$ cat config.mk
export PLATFORM = sky130hd
export DESIGN_NAME = axis_header_src_gen
export DESIGN_NICKNAME = d
export VERILOG_FILES = /design/src/rtl/axis_hdr_pkg.sv /design/src/rtl/axis_hdr_lfsr32.sv /design/src/rtl/axis_header_src_gen.sv
export SDC_FILE = /design/constraint.sdc
export NUM_CORES = 1
export LEC_CHECK = 0
export ABC_AREA = 1
export BUFFER_PORTS_ARGS = -buffer_cell sky130_fd_sc_hd__buf_2
export CAP_MARGIN = 5
export CELL_PAD_IN_SITES_DETAIL_PLACEMENT = 0
export CELL_PAD_IN_SITES_GLOBAL_PLACEMENT = 1
export CORE_UTILIZATION = 42
export DETAILED_ROUTE_END_ITERATION = 12
export PLACE_DENSITY = 0.77
export SLEW_MARGIN = 10
export SYNTH_ARGS = -nofsm -noshare
export SYNTH_HDL_FRONTEND = slang
export SYNTH_SLANG_ARGS = --single-unit
$ cat constraint.sdc
create_clock -name clk -period 3.3 [get_ports clk]
set_input_delay 0.33 -clock clk [delete_from_list [all_inputs] [get_ports clk]]
set_output_delay 0.33 -clock clk [all_outputs]
set_load 0.1 [all_outputs]
$ cat src/rtl/axis_hdr_pkg.sv
// -----------------------------------------------------------------------------
// axis_hdr_pkg
// Shared definitions for the AXI-Stream header source:
//   hdr_mode_e    - byte-count generation mode (FIXED / INCR / RANDOM)
//   hdr_state_e   - generator FSM states
//   LFSR_MASK     - Galois feedback mask of the 32-bit LFSR
//   keep_from_cnt - right-aligned byte-enable mask for a byte count n
//   decode_mode   - maps the 2-bit mode input onto hdr_mode_e (2 and 3 = RANDOM)
// -----------------------------------------------------------------------------
package axis_hdr_pkg;

    typedef enum logic [1:0] {
        HDR_FIXED  = 2'd0,
        HDR_INCR   = 2'd1,
        HDR_RANDOM = 2'd2
    } hdr_mode_e;

    typedef enum logic [1:0] {
        IDLE = 2'd0,
        SEND = 2'd1,
        GAP  = 2'd2,
        DONE = 2'd3
    } hdr_state_e;

    localparam logic [31:0] LFSR_MASK = 32'h8020_0003;

    // Widest supported bus is 512 bits = 64 bytes; callers keep the low bits.
    localparam int MAX_BYTES = 64;

    function automatic logic [MAX_BYTES-1:0] keep_from_cnt(input logic [7:0] n);
        logic [MAX_BYTES-1:0] k;
        k = '0;
        for (int i = 0; i < MAX_BYTES; i++) begin
            k[i] = (i < int'(n));
        end
        return k;
    endfunction

    function automatic hdr_mode_e decode_mode(input logic [1:0] m);
        hdr_mode_e r;
        case (m)
            2'd0:    r = HDR_FIXED;
            2'd1:    r = HDR_INCR;
            default: r = HDR_RANDOM;
        endcase
        return r;
    endfunction

endpackage

$ cat src/rtl/axis_hdr_lfsr32.sv
// -----------------------------------------------------------------------------
// axis_hdr_lfsr32
// 32-bit Galois LFSR (mask LFSR_MASK, shifting right) that advances only when
// step is high. A zero SEED would lock the register at zero, so it is
// replaced by 1.
// Ports:
//   clk       in   clock
//   rst_n     in   asynchronous active-low reset, loads the seed
//   step      in   advance one position this cycle
//   lfsr      out  current register value
//   lfsr_next out  value the register takes on the next step
// -----------------------------------------------------------------------------
module axis_hdr_lfsr32
    import axis_hdr_pkg::*;
#(
    parameter logic [31:0] SEED = 32'hACE1_1234
) (
    input  logic        clk,
    input  logic        rst_n,
    input  logic        step,
    output logic [31:0] lfsr,
    output logic [31:0] lfsr_next
);

    localparam logic [31:0] SEED_SAFE = (SEED == 32'd0) ? 32'd1 : SEED;

    assign lfsr_next = {1'b0, lfsr[31:1]} ^ (lfsr[0] ? LFSR_MASK : 32'd0);

    always_ff @(posedge clk or negedge rst_n) begin
        if (!rst_n) begin
            lfsr <= SEED_SAFE;
        end else if (step) begin
            lfsr <= lfsr_next;
        end
    end

endmodule

$ cat src/rtl/axis_header_src_gen.sv
// -----------------------------------------------------------------------------
// axis_header_src_gen
// AXI-Stream header source for the header-insert path. Produces header beats
// with right-aligned keep and a matching byte count, in FIXED, INCR or RANDOM
// count mode, driven by a deterministic LFSR that steps once per handshake.
//
// Optional build macro AXIS_HDR_THROTTLE_EN: after each non-final handshake
// insert lfsr[31:30] idle cycles (GAP state) before the next beat.
//
// Ports:
//   clk, rst_n           clock, asynchronous active-low reset
//   cfg_en               run enable
//   cfg_mode             0=FIXED, 1=INCR, 2/3=RANDOM (latched at run start)
//   cfg_fixed_cnt        byte count for FIXED mode (0 or oversize -> full beat)
//   cfg_num_hdr          headers per run, 0 = unbounded
//   ins_valid_m          header beat valid
//   ins_data_m           header data, bytes outside keep driven to zero
//   ins_keep_m           right-aligned byte enables
//   ins_byte_insert_cnt  number of valid bytes, 1..DATA_BYTE_WD
//   ins_ready_m          sink ready
//   done                 run complete, held until cfg_en drops
//   hdr_count            headers accepted in the current run (saturating)
// -----------------------------------------------------------------------------
module axis_header_src_gen
    import axis_hdr_pkg::*;
#(
    parameter int          DATA_WD      = 32,
    parameter int          DATA_BYTE_WD = DATA_WD / 8,
    parameter int          BYTE_CNT_WD  = $clog2(DATA_BYTE_WD),
    parameter logic [31:0] LFSR_SEED    = 32'hACE1_1234
) (
    input  logic                    clk,
    input  logic                    rst_n,
    input  logic                    cfg_en,
    input  logic [1:0]              cfg_mode,
    input  logic [BYTE_CNT_WD:0]    cfg_fixed_cnt,
    input  logic [15:0]             cfg_num_hdr,
    output logic                    ins_valid_m,
    output logic [DATA_WD-1:0]      ins_data_m,
    output logic [DATA_BYTE_WD-1:0] ins_keep_m,
    output logic [BYTE_CNT_WD:0]    ins_byte_insert_cnt,
    input  logic                    ins_ready_m,
    output logic                    done,
    output logic [15:0]             hdr_count
);

    localparam logic [BYTE_CNT_WD:0] FULL_CNT = (BYTE_CNT_WD+1)'(DATA_BYTE_WD);
    localparam logic [BYTE_CNT_WD:0] ONE_CNT  = (BYTE_CNT_WD+1)'(1);

    hdr_state_e           state;
    hdr_mode_e            mode_q;
    logic [BYTE_CNT_WD:0] fixed_q;
    logic [15:0]          num_q;
    logic [BYTE_CNT_WD:0] incr_q;
`ifdef AXIS_HDR_THROTTLE_EN
    logic [1:0]           gap_q;
`endif

    logic        hs;
    logic [31:0] lfsr;
    logic [31:0] lfsr_next;
    logic [15:0] hdr_inc;

    assign hs      = ins_valid_m && ins_ready_m;
    assign hdr_inc = (&hdr_count) ? hdr_count : hdr_count + 16'd1;

    axis_hdr_lfsr32 #(
        .SEED (LFSR_SEED)
    ) u_lfsr (
        .clk       (clk),
        .rst_n     (rst_n),
        .step      (hs),
        .lfsr      (lfsr),
        .lfsr_next (lfsr_next)
    );

    // Next-beat generation. The source operands depend on where the load
    // happens: at run start (IDLE) the live config and a zero header count
    // are used; on a handshake (SEND) the post-step LFSR and incremented
    // count are used; after a gap both have already been registered.
    hdr_mode_e                src_mode;
    logic [BYTE_CNT_WD:0]     src_fixed;
    logic [31:0]              src_lfsr;
    logic [15:0]              src_hdr;
    logic [BYTE_CNT_WD:0]     src_incr;
    logic [BYTE_CNT_WD:0]     beat_cnt;
    logic [MAX_BYTES-1:0]     keep_full;
    logic [DATA_BYTE_WD-1:0]  beat_keep;
    logic [DATA_WD-1:0]       beat_data;
    logic [7:0]               byte_val;

    always_comb begin
        src_mode  = mode_q;
        src_fixed = fixed_q;
        src_lfsr  = lfsr;
        src_hdr   = hdr_count;
        src_incr  = (incr_q == FULL_CNT) ? ONE_CNT : incr_q + ONE_CNT;
        beat_cnt  = FULL_CNT;
        keep_full = '0;
        beat_keep = '0;
        beat_data = '0;
        byte_val  = '0;

        if (state == IDLE) begin
            src_mode  = decode_mode(cfg_mode);
            src_fixed = cfg_fixed_cnt;
            src_hdr   = 16'd0;
            src_incr  = ONE_CNT;
        end else if (state == SEND) begin
            src_lfsr  = lfsr_next;
            src_hdr   = hdr_inc;
        end

        case (src_mode)
            HDR_FIXED:  beat_cnt = (src_fixed == '0 || src_fixed > FULL_CNT) ? FULL_CNT : src_fixed;
            HDR_INCR:   beat_cnt = src_incr;
            default:    beat_cnt = {1'b0, src_lfsr[BYTE_CNT_WD-1:0]} + ONE_CNT;
        endcase

        keep_full = keep_from_cnt(8'(beat_cnt));
        beat_keep = keep_full[DATA_BYTE_WD-1:0];

        // LFSR word repeats every 4 bytes; INCR fills every byte with the count.
        for (int i = 0; i < DATA_BYTE_WD; i++) begin
            byte_val = (src_mode == HDR_INCR) ? src_hdr[7:0] : src_lfsr[8*(i%4) +: 8];
            beat_data[8*i +: 8] = beat_keep[i] ? byte_val : 8'h00;
        end
    end

    always_ff @(posedge clk or negedge rst_n) begin
        if (!rst_n) begin
            state               <= IDLE;
            mode_q              <= HDR_FIXED;
            fixed_q             <= '0;
            num_q               <= '0;
            incr_q              <= '0;
`ifdef AXIS_HDR_THROTTLE_EN
            gap_q               <= '0;
`endif
            ins_valid_m         <= 1'b0;
            ins_data_m          <= '0;
            ins_keep_m          <= '0;
            ins_byte_insert_cnt <= '0;
            done                <= 1'b0;
            hdr_count           <= '0;
        end else begin
            case (state)
                IDLE: begin
                    done <= 1'b0;
                    if (cfg_en) begin
                        mode_q              <= src_mode;
                        fixed_q             <= cfg_fixed_cnt;
                        num_q               <= cfg_num_hdr;
                        hdr_count           <= '0;
                        incr_q              <= src_incr;
                        ins_data_m          <= beat_data;
                        ins_keep_m          <= beat_keep;
                        ins_byte_insert_cnt <= beat_cnt;
                        ins_valid_m         <= 1'b1;
                        state               <= SEND;
                    end
                end

                SEND: begin
                    if (hs) begin
                        hdr_count <= hdr_inc;
                        if (num_q != 16'd0 && hdr_inc == num_q) begin
                            ins_valid_m         <= 1'b0;
                            ins_data_m          <= '0;
                            ins_keep_m          <= '0;
                            ins_byte_insert_cnt <= '0;
                            done                <= 1'b1;
                            state               <= DONE;
                        end else if (!cfg_en) begin
                            ins_valid_m         <= 1'b0;
                            ins_data_m          <= '0;
                            ins_keep_m          <= '0;
                            ins_byte_insert_cnt <= '0;
                            state               <= IDLE;
`ifdef AXIS_HDR_THROTTLE_EN
                        end else if (lfsr_next[31:30] != 2'd0) begin
                            ins_valid_m         <= 1'b0;
                            ins_data_m          <= '0;
                            ins_keep_m          <= '0;
                            ins_byte_insert_cnt <= '0;
                            gap_q               <= lfsr_next[31:30];
                            state               <= GAP;
`endif
                        end else begin
                            incr_q              <= src_incr;
                            ins_data_m          <= beat_data;
                            ins_keep_m          <= beat_keep;
                            ins_byte_insert_cnt <= beat_cnt;
                        end
                    end
                end

`ifdef AXIS_HDR_THROTTLE_EN
                GAP: begin
                    if (!cfg_en) begin
                        state <= IDLE;
                    end else if (gap_q == 2'd1) begin
                        incr_q              <= src_incr;
                        ins_data_m          <= beat_data;
                        ins_keep_m          <= beat_keep;
                        ins_byte_insert_cnt <= beat_cnt;
                        ins_valid_m         <= 1'b1;
                        state               <= SEND;
                    end else begin
                        gap_q <= gap_q - 2'd1;
                    end
                end
`endif

                DONE: begin
                    if (!cfg_en) begin
                        done  <= 1'b0;
                        state <= IDLE;
                    end
                end

                default: state <= IDLE;
            endcase
        end
    end

endmodule

======== After elaboration in Yosys (flattened, before gate mapping) ========
Cells that the tools add are included.
storage, ports and cells
  flip-flop bits (word level) ............. 115
  bits of input ports ..................... 25
  output and inout bits ................... 57
  word-level logic and storage cells ...... 105
operators by class
  add/sub/neg operators ................... 3
  $lt $le $gt $ge ......................... 5
  equality and inequality tests ........... 12
  muxes and demuxes ....................... 55
  bitwise operators ....................... 1
  reduce and logical (&&, ||, !) cells .... 17
operator list
  kind                                                        number
  2-to-1 mux 32 bit                                           7
  2-to-1 mux 8 bit                                            9
  one-hot mux 32 bit (2 select lines)                         1
  2-to-1 mux 16 bit                                           3
  2-to-1 mux 3 bit                                            11
  one-hot mux 16 bit (2 select lines)                         1
  bitwise XOR 31 x 32 -> 32 bit                               1
  one-hot mux 3 bit (2 select lines)                          3
  adder 16 x 1 -> 16 bit (second input constant)              1
  equality test 16 bit                                        1
  2-to-1 mux 4 bit                                            4
  AND reduction 16 bit                                        1
  nonzero test 16 bit                                         1
  2-to-1 mux 2 bit                                            5
  inequality test 2 bit (second input constant)               4
  one-hot mux 4 bit (2 select lines)                          1
  AND reduction 4 bit                                         2
  equality test 2 x 1 -> 1 bit (second input constant)        3
  logical NOT 2 bit                                           3
  less-than comparator 1 x 3 -> 1 bit (first input constant)  2
  less-than comparator 2 x 3 -> 1 bit (first input constant)  2
  2-to-1 mux 1 bit                                            6
  one-hot mux 2 bit (3 select lines)                          1
  AND reduction 3 bit                                         2
  other kinds (16)                                            18

======== Depth between registers and ports, before layout ========
Gate-level depths: netlist (run 1).
  depth after elaboration ................. 12
  depth in mapped cells ................... 20
  depth with buffers taken out ............ 18

======== Hierarchy ========
From an unflattened synthesis (run 1), not the netlist that was laid out.
second synthesis, totals
  cell total of the unflattened synthesis .. 906
  area total of the unflattened synthesis .. 6490.0 um^2
by module, submodules not included
  module               times used  cells each  area an instance (um^2)  seq. area each (um^2)
  axis_header_src_gen  1           732         4961.0                   2052.0
  axis_hdr_lfsr32      1           174         1529.0                   817.0

======== Least setup slack after synthesis (run 1) ========
No wires, ideal clock.
  kind .................................... flip-flop to flip-flop
  start point ............................. register hdr_count[0]
  end point ............................... register ins_data_m[24]
  library setup time ...................... 0.120 ns
  arrival ................................. 2.922 ns
  data required time ...................... 3.180 ns
  setup slack ............................. 0.258 ns
  cell stages (with the launch flop) ...... 19
  buffers on the path ..................... 2
  clock period less this slack ............ 3.042 ns
  cells stage by stage .................... dfrtp_1 -> ha_1 -> nand3_1 -> nor2_2 -> nand2_1 -> nand2_1 -> nand2_1 -> nand2_1 -> nand2_1 -> nor2_1 -> nand2_1 -> nor2_1 -> nand3_1 -> nand2_1 -> nand2_1 -> buf_6 -> buf_6 -> nand3_1 -> nand2_1
on the way
  longest elaborated chain between the ends .. 9
  elaborated cells on any way between the ends .. 13
  classes of those cells .................. 1 x add/sub; 1 x eq/ne; 9 x mux; 2 x reduce/logical
RTL lines
  item                                                            line                        source
  from (decl)                                                     axis_header_src_gen.sv:44   output logic [15:0] hdr_count
  from (signal assigned)                                          axis_header_src_gen.sv:166  hdr_count <= hdr_inc;
  adder 16 x 1 -> 16 bit or AND reduction 16 bit (tied branches)  axis_header_src_gen.sv:65   assign hdr_inc = (&hdr_count) ? hdr_count : hdr_count + 16'd1;
  2-to-1 mux 16 bit *                                             axis_header_src_gen.sv:65
  2-to-1 mux 8 bit                                                axis_header_src_gen.sv:104  if (state == IDLE) begin
  2-to-1 mux 8 bit                                                axis_header_src_gen.sv:125  byte_val = (src_mode == HDR_INCR) ? src_hdr[7:0] : src_lfsr[8*(i%4) +: 8];
  2-to-1 mux 8 bit                                                axis_header_src_gen.sv:126  beat_data[8*i +: 8] = beat_keep[i] ? byte_val : 8'h00;
  2-to-1 mux 32 bit                                               axis_header_src_gen.sv:174  end else if (!cfg_en) begin
  2-to-1 mux 32 bit                                               axis_header_src_gen.sv:167  if (num_q != 16'd0 && hdr_inc == num_q) begin
  2-to-1 mux 32 bit                                               axis_header_src_gen.sv:165  if (hs) begin
  one-hot mux 32 bit (2 select lines) *                           axis_header_src_gen.sv:147  case (state)
  to (signal assigned)                                            axis_header_src_gen.sv:156  ins_data_m <= beat_data;
  to (signal assigned)                                            axis_header_src_gen.sv:191  ins_data_m <= beat_data;
  to (decl)                                                       axis_header_src_gen.sv:39   output logic [DATA_WD-1:0] ins_data_m,
Every way passes the cells marked *; elsewhere a longest branch is shown, timed or not. The select of a mux whose other input is x is not followed.
A chain may end at the register's enable or synchronous reset.

======== Worst setup path in the final report (run 1) ========
  start point ............................. register hdr_count[1]
  end point ............................... register ins_data_m[8]
on the way
  longest elaborated chain between the ends .. 9
  elaborated cells on any way between the ends .. 13
  classes of those cells .................. 1 x add/sub; 1 x eq/ne; 9 x mux; 2 x reduce/logical
RTL lines
  item                                                                            line
  parallel branches: the longest is 1 deep, another holds adder 16 x 1 -> 16 bit  --
  2-to-1 mux 16 bit *                                                             axis_header_src_gen.sv:65
  2-to-1 mux 8 bit                                                                axis_header_src_gen.sv:104
  2-to-1 mux 8 bit                                                                axis_header_src_gen.sv:125
  2-to-1 mux 8 bit                                                                axis_header_src_gen.sv:126
  2-to-1 mux 32 bit                                                               axis_header_src_gen.sv:174
  2-to-1 mux 32 bit                                                               axis_header_src_gen.sv:167
  2-to-1 mux 32 bit                                                               axis_header_src_gen.sv:165
  one-hot mux 32 bit (2 select lines) *                                           axis_header_src_gen.sv:147
Mark *: on every way between the ends. The select of a mux whose other input is x is not followed.

==> results of run 1 <==
## registers in the layout, summed over array words and instances (netlist names)
register and count:
u_lfsr.lfsr 32, ins_keep_m 4, mode_q 2, state 2
num_q 16, ins_valid_m 1, done 1, fixed_q 3
hdr_count 16, incr_q 3, ins_byte_insert_cnt 2, ins_data_m 32
## cell usage in the layout (no fill, tap or decap), types with 3 or more instances in the layout
cell       count
inv_2          6
inv_1         75
nand2_1      314
o22ai_1        3
a21oi_1       69
nand2_2        4
buf_2         80
ha_1           4
nor2_1        49
inv_6          3
clkbuf_16     17
clkinv_2       4
nand3_1       68
dfrtp_1      101
nor2_2         8
dfstp_2       13
xnor2_1        3
xor2_1         4
nor2_4         3
clkinv_4       5
buf_4         14
o21ai_0       75
nand4_1       10
## critical path, stage by stage, from the launching register on
cell	delay [ns]
dfrtp_1	0.44
ha_2	0.29
nand3_1	0.19
nor2_2	0.23
nand2_1	0.07
nand2_1	0.19
nand2_1	0.21
nand2_1	0.13
nand2_1	0.06
nor2_1	0.12
nand2_1	0.07
nor2_1	0.10
nand3_1	0.15
nand2_1	0.13
nand2_1	0.07
buf_4	0.26
nand3_1	0.14
nand2_1	0.06
## cells in the mapped netlist, drive strengths merged
master / count / area [um2]
o22ai: 3 / 18.8
buf: 11 / 80.1
o211ai: 1 / 7.51
clkinv: 1 / 3.75
xnor2: 3 / 26.3
inv: 82 / 310
nor3: 1 / 5.00
nand3b: 2 / 15.0
a31oi: 1 / 6.26
o21ai: 77 / 385
o21bai: 1 / 7.51
nor2: 61 / 283
dfrtp: 101 / 2530
or2: 2 / 12.5
nand4: 10 / 62.6
a21oi: 70 / 354
nand3: 70 / 360
nand2: 319 / 1210
clkbuf: 25 / 93.8
dfstp: 13 / 342
ha: 5 / 62.6
nor4: 2 / 12.5
xor2: 5 / 51.3
## metal layers
layer | global-route usage | wire length, um | up-vias
li1 | - | - | 2929
met1 | 0.425 | 9740 | 2825
met2 | 0.340 | 7500 | 200
met3 | 0.0595 | 1280 | 23
met4 | 0.0796 | 242 | 0
met5 | 0 | 0 | -
## path summary, 6_finish.rpt
check / from / endpoint / slack, ns / depth (start not counted)
min reg2reg: ins_data_m[27] / ins_data_m[27] / 0.47 / 2
min in group asynchronous: rst_n / hdr_count[9] / 0.32 / 2
min: cfg_num_hdr[8] / num_q[8] / 0.11 / 3
max reg2reg: hdr_count[1] / ins_data_m[8] / 0.26 / 17
max: hdr_count[1] / ins_data_m[8] / 0.26 / 17
max in group asynchronous: rst_n / u_lfsr.lfsr[12] / 2.21 / 3
## timing repair
action | CTS | global route
resized for setup | 0 | 1
hold buffers | 1 | 0
setup endpoints to repair | 0 | 30
endpoints found under the hold margin | 17 | 0
## area by class of cell
type	count	area, um2	area share
timing repair buffer	95	515	0.0696
multi-input combinational	633	2890	0.391
clock inverter	15	158	0.0213
sequential	114	2870	0.387
inverter	83	314	0.0424
clock buffer	17	425	0.0575
tap	184	230	0.0311
## stage by stage
stage          hold WS (ns)  instance area [um2]  utilization  setup slack [ns]
3_3_place_gp          0.225                 6810        0.468             0.273
3_5_place_dp          0.224                 6810        0.468             0.262
4_1_cts              0.0962                 7400        0.509             0.248
6_report              0.112                 7400        0.509             0.260
5_1_grt               0.122                 7400        0.509           0.00938
2_1_floorplan        0.0344                 6240            -             0.258
## kinds of logic (layout without fill, tap and decap cells)
logic type	after synthesis	in the layout	synth area share
compound gates	153	153	0.125
simple gates	467	467	0.315
flops	114	114	0.460
buf+inv	119	210	0.0782
xor+xnor	8	8	0.0124
fa+ha+maj	5	5	0.0100
==> flow_metrics.tcl, run 1 <==
set metrics [dict create \
    cts_buffer_depth 2 \
    drt-initial-drc-count 562 \
    placed_cells 1108 \
    antenna_cells 0 \
    synth_nets 896 \
    design.die.area_mm2 0.0154 \
    place_hpwl_mm 13.8 \
    overflow 0 \
    cp_max_fo 38 \
    cp_data_arrival_time_ns 3.35 \
    hold_viol 0 \
    detail-route-antenna-nets 0 \
    grt_max_degree 43 \
    detail_route.vias_per_cell 5.24 \
    rsz0062_at_grt "no" \
    status "finished clean" \
    ios 82 \
    via_count 5977 \
    start_util 0.429 \
    antenna_found_initial 0 \
    min_period_ns 3.04 \
    cts.sinks 114 \
    clkTransAtPathRegs_ns 0.06 \
    setup_tns_ns 0 \
    layout-drive-gt1-share 0.177 \
    dr.pass1.iters 5 \
    required_ns 3.61 \
    htree_levels 4 \
    fill_cells 1461 \
    wire_per_inst_um 16.4 \
    timing.final.crit_share 0.921 \
    die-width_um 124 \
    worstSetupStartpointType "register" \
    grt_pass1_wl_mm 29.9 \
    grtUsageTotal 0.264 \
    maxCapViolCount 0 \
    instances_no_fill 1141 \
    port_buffers 81 \
    setup_viol 0 \
    finalMaxSlewViolations 0 \
    core_area_mm2 0.0145 \
    criticalPathCategory "register to register" \
    ctsRootBufferMaster "clkbuf_16" \
    relSlewSlack 0.457 \
    insertion_delay_ns 0.42 \
    ys_warn_count 0 \
    syn_inst 866 \
    nets 974 \
    syn_area_mm2 0.00624 \
    synthDistinctLibCells 38 \
    drc 0 \
    synth_seq_area_share 0.460 \
    syn_area_per_cell_um2 7.21 \
    postCtsSetupBuffers 0 \
    cts_tree "done" \
    hp-class "primary input to register" \
    drt-total-wl_mm 18.8 \
    grt_pass1_vias 5430 \
    fmax_ghz 0.329 \
    ys_ff_latch 114 \
    finalWeightedCongestion 0.839 \
    rows 44 \
    die_h_um 124 \
    worst_pin_slew_ns 0.814 \
    areaGrowthSynthToFinish_pct 18.6 \
    worstSetupEndpointType "register" \
    cts_buffers 17 \
    clock_skew_ns 0.00940 \
]
Power of run 1 is not shown: default switching activity piles up to over one toggle a cycle in this logic, so the estimate is an artifact.
==> run 2: changes to the inputs <==
--- a/config.mk
+++ b/config.mk
@@ -10,6 +10,7 @@
 export CAP_MARGIN = 5
 export CELL_PAD_IN_SITES_DETAIL_PLACEMENT = 0
 export CELL_PAD_IN_SITES_GLOBAL_PLACEMENT = 1
+export CORE_ASPECT_RATIO = 0.75
 export CORE_UTILIZATION = 42
 export DETAILED_ROUTE_END_ITERATION = 12
 export PLACE_DENSITY = 0.77
==> flow_metrics.tcl, run 2 (synthesis results as in run 1) <==
set metrics [dict create \
    ios 82 \
    grtUsageTotal 0.272 \
    cts_tree "done" \
    drt-total-wl_mm 19.5 \
    via_count 6041 \
    htree_levels 4 \
    fin_util 0.513 \
    startpoint "hdr_count[1]" \
    die-width_um 143 \
    required_ns 3.66 \
    setup_viol 0 \
    cts_buffers 17 \
    drt-initial-drc-count 674 \
    dpl_cell_area_mm2 0.00682 \
    timing.final.crit_share 0.923 \
    wire_per_inst_um 16.9 \
    dr.pass1.iters 5 \
    ctsRootBufferMaster "clkbuf_16" \
    path_common_cell "nand2_1" \
    criticalPathCategory "register to register" \
    place_hpwl_mm 14.3 \
    relSlewSlack 0.463 \
    cts.sinks 114 \
    finalMaxSlewViolations 0 \
    layout-drive-gt1-share 0.174 \
    grt_pass1_vias 5396 \
    final_common_cell "nand2_1" \
    path_depth 16 \
    crit_end "ins_data_m[15]" \
    antenna_found_initial 0 \
    detail_route.vias_per_cell 5.23 \
    layout_common_cells "nand2_1, dfrtp_1, buf_2" \
    drc 0 \
    fmax_ghz 0.328 \
    insertion_delay_ns 0.42 \
    clkTransAtPathRegs_ns 0.06 \
    setup_tns_ns 0 \
    clock_skew_ns 0.00675 \
    detail-route-antenna-nets 0 \
    cp_max_fo 38 \
    hp-class "primary input to register" \
    areaGrowthSynthToFinish_pct 19.2 \
    slowest_stage "dfrtp_1" \
    status "finished clean" \
    rr_startpoint "hdr_count[1]" \
    grt_max_degree 51 \
    cp_top_family "simple AND/OR/NAND/NOR gates" \
    nets 973 \
    r2r_cells 16 \
    worstSetupStartpointType "register" \
    rsz0062_at_grt "no" \
    antenna_cells 0 \
    cp_cell_sequence "ha_1 -> inv_2 -> nor2_4 -> nand2_4 -> o21ai_0 -> nand2_1 -> nand2_1 -> nand2_1 -> nand3_1 -> nor2_1 -> nand3_1 -> nand2_1 -> nand2_1 -> buf_4 -> nand3_1 -> nand2_1" \
    port_buffers 81 \
    reg_top3 "ins_data_m: 32 flops, u_lfsr.lfsr: 32 flops" \
    ff2ff_setup_slack_ns 0.26 \
    overflow 0 \
    cts_buffer_depth 2 \
    cp.buffers_inverters 2 \
    core_area_mm2 0.0145 \
    grt_pass1_wl_mm 30.7 \
    start_util 0.430 \
    design.die.area_mm2 0.0154 \
    min_period_ns 3.04 \
    worst_pin_slew_ns 0.805 \
    finalWeightedCongestion 0.849 \
    die_h_um 108 \
    rows 38 \
    hold_viol 0 \
    crit_path_max_incr_delay_ns 0.46 \
    fin_area_mm2 0.00744 \
    r2r-end "ins_data_m[15]" \
    worstSetupEndpointType "register" \
    cp_data_arrival_time_ns 3.41 \
    fin_hold_ws_ns 0.114 \
    maxCapViolCount 0 \
]
-- run 2: tightest hold or removal path, delay by kind of cell --
kind            cells  cell delay (ns)
compound gates      1             0.06
simple gates        1             0.04
buf+inv             1             0.07
-- run 2: how the worst min path moves through the flow --
stage                    startpoint        endpoint  cells after the start
floorplan                     rst_n            done                      0
global placement              rst_n  ins_data_m[11]                      1
detailed placement            rst_n  ins_data_m[11]                      1
CTS                 cfg_num_hdr[12]       num_q[12]                      3
global route        cfg_num_hdr[11]       num_q[11]                      3
finish              cfg_num_hdr[12]       num_q[12]                      3
-- run 2: layout make-up --
type / count / area, um2
clock buffer: 19 / 453
clock inverter: 12 / 158
fill: 1446 / 7060
inverter: 83 / 314
multi-input combinational: 633 / 2890
sequential: 114 / 2870
tap: 200 / 250
timing repair buffer: 94 / 508
-- run 2: metal layers --
metal  global-route usage  vias up  wire length [um]
li1                     -     2940                 -
met1                0.449     2827             10400
met2                0.328      258              7180
met3               0.0854       16              1760
met4               0.0545        0               164
met5                    0        -                 0
-- run 2: timing repair --
action	in CTS	in global routing
gates resized for setup	0	0
buffers inserted	0	0
endpoints found under the hold margin	43	0
hold buffers	1	0
-- run 2: through the flow --
stage	setup slack (ns)	std cells
floorplan	0.258	866
global placement	0.368	1123
detailed placement	0.351	1123
CTS	0.341	1155
global route	0.00982	1155
finish	0.256	1155
Power of run 2 is left out for the same reason.
